### config.mk
export PLATFORM = sky130hd
export DESIGN_NAME = imm_extend_pipe
export DESIGN_NICKNAME = d
export VERILOG_FILES = /design/src/rtl/imm_extend_pipe.sv
export SDC_FILE = /design/constraint.sdc
export NUM_CORES = 1
export LEC_CHECK = 0
export CAP_MARGIN = 20
export CORE_ASPECT_RATIO = 0.5
export CORE_MARGIN = 3
export CORE_UTILIZATION = 30
export CTS_CLUSTER_DIAMETER = 80
export DETAILED_ROUTE_END_ITERATION = 7
export DONT_BUFFER_PORTS = 1
export PLACE_DENSITY = 0.48
export SKIP_LAST_GASP = 1
export SLEW_MARGIN = 5
export SYNTH_ARGS = -nofsm -noshare
export SYNTH_HDL_FRONTEND = slang
export SYNTH_SLANG_ARGS = --single-unit
export TNS_END_PERCENT = 100
### constraint.sdc
create_clock -name CLK -period 9.6 [get_ports CLK]
set_clock_uncertainty 0.1 [all_clocks]
set_input_delay 1.92 -clock CLK [delete_from_list [all_inputs] [get_ports CLK]]
set_output_delay 1.92 -clock CLK [all_outputs]
set_load 0.01 [all_outputs]
### src/rtl/imm_extend_pipe.sv
// Pipelined immediate extender: decoded fields in, DATA_W-wide immediates out of a DEPTH-entry FIFO.
// Optional macro IMM_SCALE_EN: scale B/CB immediates to byte offsets.
module imm_extend_pipe #(
  parameter int DATA_W = 64,
  parameter int DEPTH  = 2
) (
  input  logic              CLK,
  input  logic              Reset,
  input  logic              in_valid,
  output logic              in_ready,
  input  logic [25:0]       instr,
  input  logic [2:0]        ctrl,
  input  logic [1:0]        shft_amt,
  output logic              out_valid,
  input  logic              out_ready,
  output logic [DATA_W-1:0] ex_num,
  output logic              ex_err
);

  localparam int PTR_W = (DEPTH > 1) ? $clog2(DEPTH) : 1;
  localparam int CNT_W = PTR_W + 1;

  logic [CNT_W-1:0]  count_reg;
  logic [PTR_W-1:0]  wr_ptr_reg;
  logic [PTR_W-1:0]  rd_ptr_reg;
  logic [DATA_W-1:0] acc_reg;
  logic [DATA_W-1:0] mem_num [DEPTH];
  logic              mem_err [DEPTH];

  logic [63:0]       acc_wide;
  logic [63:0]       movz_wide;
  logic [63:0]       movk_wide;
  logic [63:0]       res_wide;
  logic [DATA_W-1:0] res_num;
  logic              res_err;
  logic              is_move;
  logic              push;
  logic              pop;

  assign acc_wide  = 64'(acc_reg);
  assign movz_wide = 64'(instr[20:5]) << {shft_amt, 4'b0000};
  assign is_move   = (ctrl[2:1] == 2'b10);

  // MOVK: swap in the selected halfword, keep the rest of the accumulator
  for (genvar gi = 0; gi < 4; gi++) begin : g_movk_hw
    assign movk_wide[gi*16 +: 16] = (shft_amt == 2'(gi)) ? instr[20:5] : acc_wide[gi*16 +: 16];
  end

  always_comb begin
    res_wide = '0;
    res_err  = 1'b0;
    case (ctrl)
      3'b000: res_wide = {52'b0, instr[21:10]};
      3'b001: res_wide = {{55{instr[20]}}, instr[20:12]};
`ifdef IMM_SCALE_EN
      3'b010: res_wide = {{36{instr[25]}}, instr[25:0], 2'b00};
      3'b011: res_wide = {{43{instr[23]}}, instr[23:5], 2'b00};
`else
      3'b010: res_wide = {{38{instr[25]}}, instr[25:0]};
      3'b011: res_wide = {{45{instr[23]}}, instr[23:5]};
`endif
      3'b100: res_wide = movz_wide;
      3'b101: res_wide = movk_wide;
      default: res_err = 1'b1;
    endcase
    // upper halfwords do not exist in a 32-bit result
    if ((DATA_W == 32) && is_move && shft_amt[1]) begin
      res_err = 1'b1;
    end
    if (res_err) begin
      res_wide = '0;
    end
  end

  assign res_num   = res_wide[DATA_W-1:0];
  assign out_valid = (count_reg != '0);
  assign in_ready  = (count_reg < CNT_W'(DEPTH));
  assign push      = in_valid && in_ready;
  assign pop       = out_valid && out_ready;
  assign ex_num    = out_valid ? mem_num[rd_ptr_reg] : '0;
  assign ex_err    = out_valid ? mem_err[rd_ptr_reg] : 1'b0;

  always_ff @(posedge CLK) begin
    if (Reset) begin
      count_reg  <= '0;
      wr_ptr_reg <= '0;
      rd_ptr_reg <= '0;
      acc_reg    <= '0;
    end else begin
      if (push) begin
        wr_ptr_reg <= wr_ptr_reg + PTR_W'(1);
        if (is_move && !res_err) begin
          acc_reg <= res_num;
        end
      end
      if (pop) begin
        rd_ptr_reg <= rd_ptr_reg + PTR_W'(1);
      end
      case ({push, pop})
        2'b10:   count_reg <= count_reg + CNT_W'(1);
        2'b01:   count_reg <= count_reg - CNT_W'(1);
        default: count_reg <= count_reg;
      endcase
    end
  end

  // Storage carries no reset; outputs are gated by out_valid instead
  always_ff @(posedge CLK) begin
    if (push && !Reset) begin
      mem_num[wr_ptr_reg] <= res_num;
      mem_err[wr_ptr_reg] <= res_err;
    end
  end

endmodule

=== After elaboration in Yosys (flattened, before gate mapping) ===
Memories as Yosys holds them, arrays and structs flattened. A register that Yosys moved wholly into a read port is not among the register bits.
Index checks and enable logic that the tools add are counted.

* Add/subtract/negate cells: 4
* Shifts and indexed selects: 1
* Equal/unequal tests: 11
* $lt $le $gt $ge: 1
* Bitwise operators: 0
* Reduce and logical (&&, ||, !) cells: 11
* Divide/modulo/power cells: 0
* Multipliers: 0
* Mux-type cells: 16

{| class="wikitable"
|+ Operator list
! operator !! count
|-
| $pmux W64 S6 || 1
|-
| $mux W64 || 2
|-
| $mux W16 || 4
|-
| $shl A16 B6 Y64 || 1
|-
| $eq A2 B2 Y1 const B || 4
|-
| $mux W1 || 8
|-
| $eq A3 B2 Y1 const B || 2
|-
| $eq A3 B3 Y1 const B || 2
|-
| $reduce_or A6 Y1 || 1
|-
| $eq A2 B1 Y1 const B || 2
|-
| $logic_and A1 B1 Y1 || 4
|-
| $pmux W2 S2 || 1
|-
| $reduce_bool A2 Y1 || 2
|-
| $eq A3 B1 Y1 const B || 1
|-
| $logic_not A3 Y1 || 1
|-
| $add A1 B1 Y1 const B || 2
|-
| $add A2 B1 Y2 const B || 1
|-
| $logic_not A2 Y1 || 1
|-
| $lt A2 B2 Y1 const B || 1
|-
| $reduce_and A2 Y1 || 1
|-
| $sub A2 B1 Y2 const B || 1
|-
| $logic_not A1 Y1 || 1
|}

* Memories: 2
* Logic and storage cells: 50
* Output and inout port bits: 67
* RAM bits: 130
* Bits of input ports: 35
* Bits in registers: 68
* Memory bits (read-only): 0
* Bits in latches: 0

{| class="wikitable"
|+ Memories
! memory !! words !! width !! read ports !! clocked after Yosys merged registers in !! wr ports !! RTL line !! source
|-
| mem_num || 2 || 64 || 1 || 1 || 1 || 27 || <nowiki>logic [DATA_W-1:0] mem_num [DEPTH];</nowiki>
|-
| mem_err || 2 || 1 || 1 || 1 || 1 || 28 || <nowiki>logic mem_err [DEPTH];</nowiki>
|}

=== Logic depth before layout (Yosys ltp) ===
* Depth after elaboration: 5
* Mapped depth: 7
* Gate-level depth less buffers: 7

=== Worst setup path before layout ===
OpenSTA, ideal clock, no wires.

* Kind: input-to-reg
* Start: in Reset
* End: mem mem_err[1], enable pin
* Required time: 8.919 ns
* Cell stages on the path: 2
* Setup time: 0.581 ns
* Buffers on the path: 1
* Path slack: 2.006 ns
* Arrival time: 6.912 ns
* Path through: clkbuf_1 > nor3b_1

* Cells in the longest elaborated chain, start to end: 4

{| class="wikitable"
|+ Ends and longest elaborated chain
! item !! RTL line !! source
|-
| start: declaration || 8 || <nowiki>input logic Reset,</nowiki>
|-
| $logic_not A1 Y1 || 109 || <nowiki>if (push && !Reset) begin</nowiki>
|-
| $logic_and A1 B1 Y1 || 109 ||
|-
| $mux W1 || 109 ||
|-
| $mux W1 (not written as such) || 111 || <nowiki>mem_err[wr_ptr_reg] <= res_err;</nowiki>
|-
| end: declaration || 28 ||
|}

Every way passes these cells.

==> out/metrics.csv <==
metric,value,unit
outcome,finished clean,
syn_nets,808,
Max Cap Viol,0,
cell area power density,237.4,nW/µm²
CTS max path bufs,2,
CP top delay family,flip-flops,
hold path startpoint,acc_reg[56]$_SDFFE_PP0P_,
Post-Synthesis Cells,772,
Clock power frac,34.5,%
Critical Path Max Stage Delay,0.68,ns
Initial Utilization,31.15,%
logic gate share of total power,20.5,%
post-CTS setup buffers,0,
"Async S/R FF share, synth",0,%
via count,5928,
unique cell type count in the Yosys netlist,46,
final hold viol count,0,
final setup fails,0,
# port buffers,0,
Crit Reg-Reg Startpoint,count_reg[1]$_SDFFE_PP0P_,
Layout Nets,753,
antenna violations before repair,0,
Placer Congestion,0.7872,
register bit total from synthesis,199,
TritonCTS Buffers,17,
"area leader, netlist",edfxtp_1,
core area,28350,µm²
flop-to-flop setup slack,7.12,ns
Peak VDD IR,116.4,µV
Int Power,1.604,mW
Clock Latency Late Sink,0.44,ns
total negative setup slack,0,ns
Hold Slack,0.3611,ns
worst reg2reg path depth,6,
drt initial violations,603,
Antenna Cells,0,
Crit. End Element,output pin,
sw frac,30.42,%
worst slew pin tran,1.122,ns
worst path cell trace,"buf_4, mux2i_1, nor2_1",
fmax,231.6,MHz
Synth Flop Type,edfxtp_1,
period utilization,44.98,%
top cell type's share of synthesized area,44.19,%
share of cells above drive strength 1,6.849,%
row count,43,
yosys warns,0,
WS Path Type,register to output pin,
final worst setup slack,5.282,ns
CTS tree,yes,
Die Area,31660,µm²
first-pass GRT wire length,36.44,mm
largest net degree at the start of global routing,79,
Horiz. Die Dim,248.7,µm
WP depth,3,
Final min period,4.318,ns
slowest library cell on the worst path,dfxtp_4,
worst path required time,7.58,ns
Place WS,5.267,ns
DR vias/cell,5.331,
Area Overhead vs Synth,9.929,%
WL final,23.91,mm
ANT nets after route,0,
register area share after synthesis,59.83,%
Critical Path Fanout Max,36,
fillers,2781,
total track usage,15.19,%
worst hold-check path type,register to register,
CP Launch Type,register,
Final HPWL DP,15.49,mm
Leak,3.290,nW
Sequential Power Share,45.1,%
hold buffers post-CTS,0,
Synth Cell Area,8833,µm²
CTS root buf,clkbuf_16,
Clock Sinks,199,
RSZ-0062 raised after global routing,no,
max reg flops,128,
Post-CTS Resized,0,
clock slew seen by the registers of the worst setup and hold paths,0.07,ns
Arrival @ worst endpoint,2.30,ns
Routed wire per std cell,21.50,µm
Critical path destination,ex_num[57],
final core utilization,34.25,%
vias in the first global route,5706,
Buf/Inv on CP,1,
P_sw,0.7014,mW
Die Ht,127.3,µm
Synth area leaders,"edfxtp_1, dfxtp_1, mux2i_1",
gr ovfl total,0,
H-tree Lvls,4,
number of synthesized flops with an enable pin,130,
Max transition margin,24.92,%
Max Slew Vio Count,0,
DR DRC count,0,
syn avg cell area,11.44,µm²
RR Endpoint,count_reg[1]$_SDFFE_PP0P_,
# IOs,102,
DRT Pass-1 Iters,6,
==> layer usage <==
| layer | vias up | wire (µm) | global-route usage, % |
|---|---|---|---|
| met5 | - | 0 | 0 |
| met4 | 0 | 335 | 4.351 |
| met3 | 26 | 1378 | 3.987 |
| met2 | 152 | 10760 | 23.15 |
| met1 | 2964 | 11430 | 21.35 |
| li1 | 2786 | - | - |
==> synth_stat cells, types with 2 or more instances <==
cell / n
a211oi_1: 2
a21o_1: 2
a21oi_1: 71
a221o_1: 2
a22o_1: 16
a22oi_1: 16
a31oi_1: 8
a32o_1: 46
and2_1: 3
and3_1: 41
buf_1: 3
buf_2: 23
buf_4: 3
clkbuf_1: 53
dfxtp_1: 69
edfxtp_1: 130
inv_1: 8
mux2i_1: 70
nand2_1: 14
nand2b_1: 9
nand3_1: 2
nor2_1: 89
nor2b_1: 4
o21ai_0: 56
o21ai_1: 2
o22ai_1: 8
xnor2_1: 2
xor2_1: 2
==> logic make-up (layout without fill, tap and decap cells) <==
logic type | count (synthesis) | in the layout | synth area share, %
adders and majority gates | 1 | 1 | 0.1416
and+or+nand+nor | 173 | 173 | 9.589
xor gates and xnor gates | 4 | 4 | 0.3967
AOI/OAI and AO/OA | 234 | 234 | 17.71
buffers and inverters | 91 | 49 | 4.405
muxes | 70 | 70 | 7.932
DFF | 199 | 199 | 59.83
==> layout by cell type, fill, tap and decap left out, types with 8 or more instances in the layout <==
cell type	n
nand2_1	14
a22oi_1	16
buf_4	9
o22ai_1	8
nor2_1	87
a21oi_1	71
o21ai_0	56
a32o_1	46
inv_1	8
dfxtp_1	68
a22o_1	16
and3_1	41
clkbuf_16	19
mux2i_1	70
nand2b_1	9
a31oi_1	8
edfxtp_1	130
==> final cells by class <==
type | count | area, µm² | area share (%)
multi-input combinational | 482 | 3183 | 32.78
sequential | 199 | 5289 | 54.46
tap | 382 | 478.0 | 4.922
inverter | 8 | 30.03 | 0.3092
clock buffer | 20 | 479.2 | 4.935
clock inverter | 12 | 183.9 | 1.894
timing repair buffer | 9 | 67.56 | 0.6958
==> worst register-to-register path, cell delays in order (launching register included) <==
cell     delay, ns
dfxtp_1       0.38
nor2_4        0.61
inv_1         0.21
and2_1        0.26
ha_1          0.33
or3_1         0.37
a21oi_1       0.14
==> worst min-delay path by stage <==
stage,endpoint,slack [ns],cells past startpoint
after detailed placement,acc_reg[59]$_SDFFE_PP0P_,0.35,1
after floorplan,acc_reg[18]$_SDFFE_PP0P_,0.33,1
after CTS,acc_reg[59]$_SDFFE_PP0P_,0.36,1
final,acc_reg[56]$_SDFFE_PP0P_,0.36,1
after global routing,acc_reg[33]$_SDFFE_PP0P_,0.37,1
after global placement,acc_reg[32]$_SDFFE_PP0P_,0.34,1
==> power by group through the flow <==
stage / clock (mW) / sequential [mW] / combinational (mW)
final: 0.795 / 1.04 / 0.472
after detailed placement: 0 / 1.06 / 0.486
after global placement: 0 / 1.06 / 0.482
after global routing: 0.844 / 1.05 / 0.524
after CTS: 0.807 / 1.04 / 0.487
after floorplan: 0 / 1.03 / 0.405
==> per-stage QoR <==
| step | area, µm² | total power, mW | std cells |
|---|---|---|---|
| floorplan | 8833 | 1.439 | 772 |
| global placement | 9025 | 1.540 | 1077 |
| detailed placement | 9025 | 1.547 | 1077 |
| CTS | 9688 | 2.335 | 1109 |
| global route | 9711 | 2.416 | 1112 |
| finish | 9711 | 2.306 | 1112 |
Power figures use the tool's default switching activity.
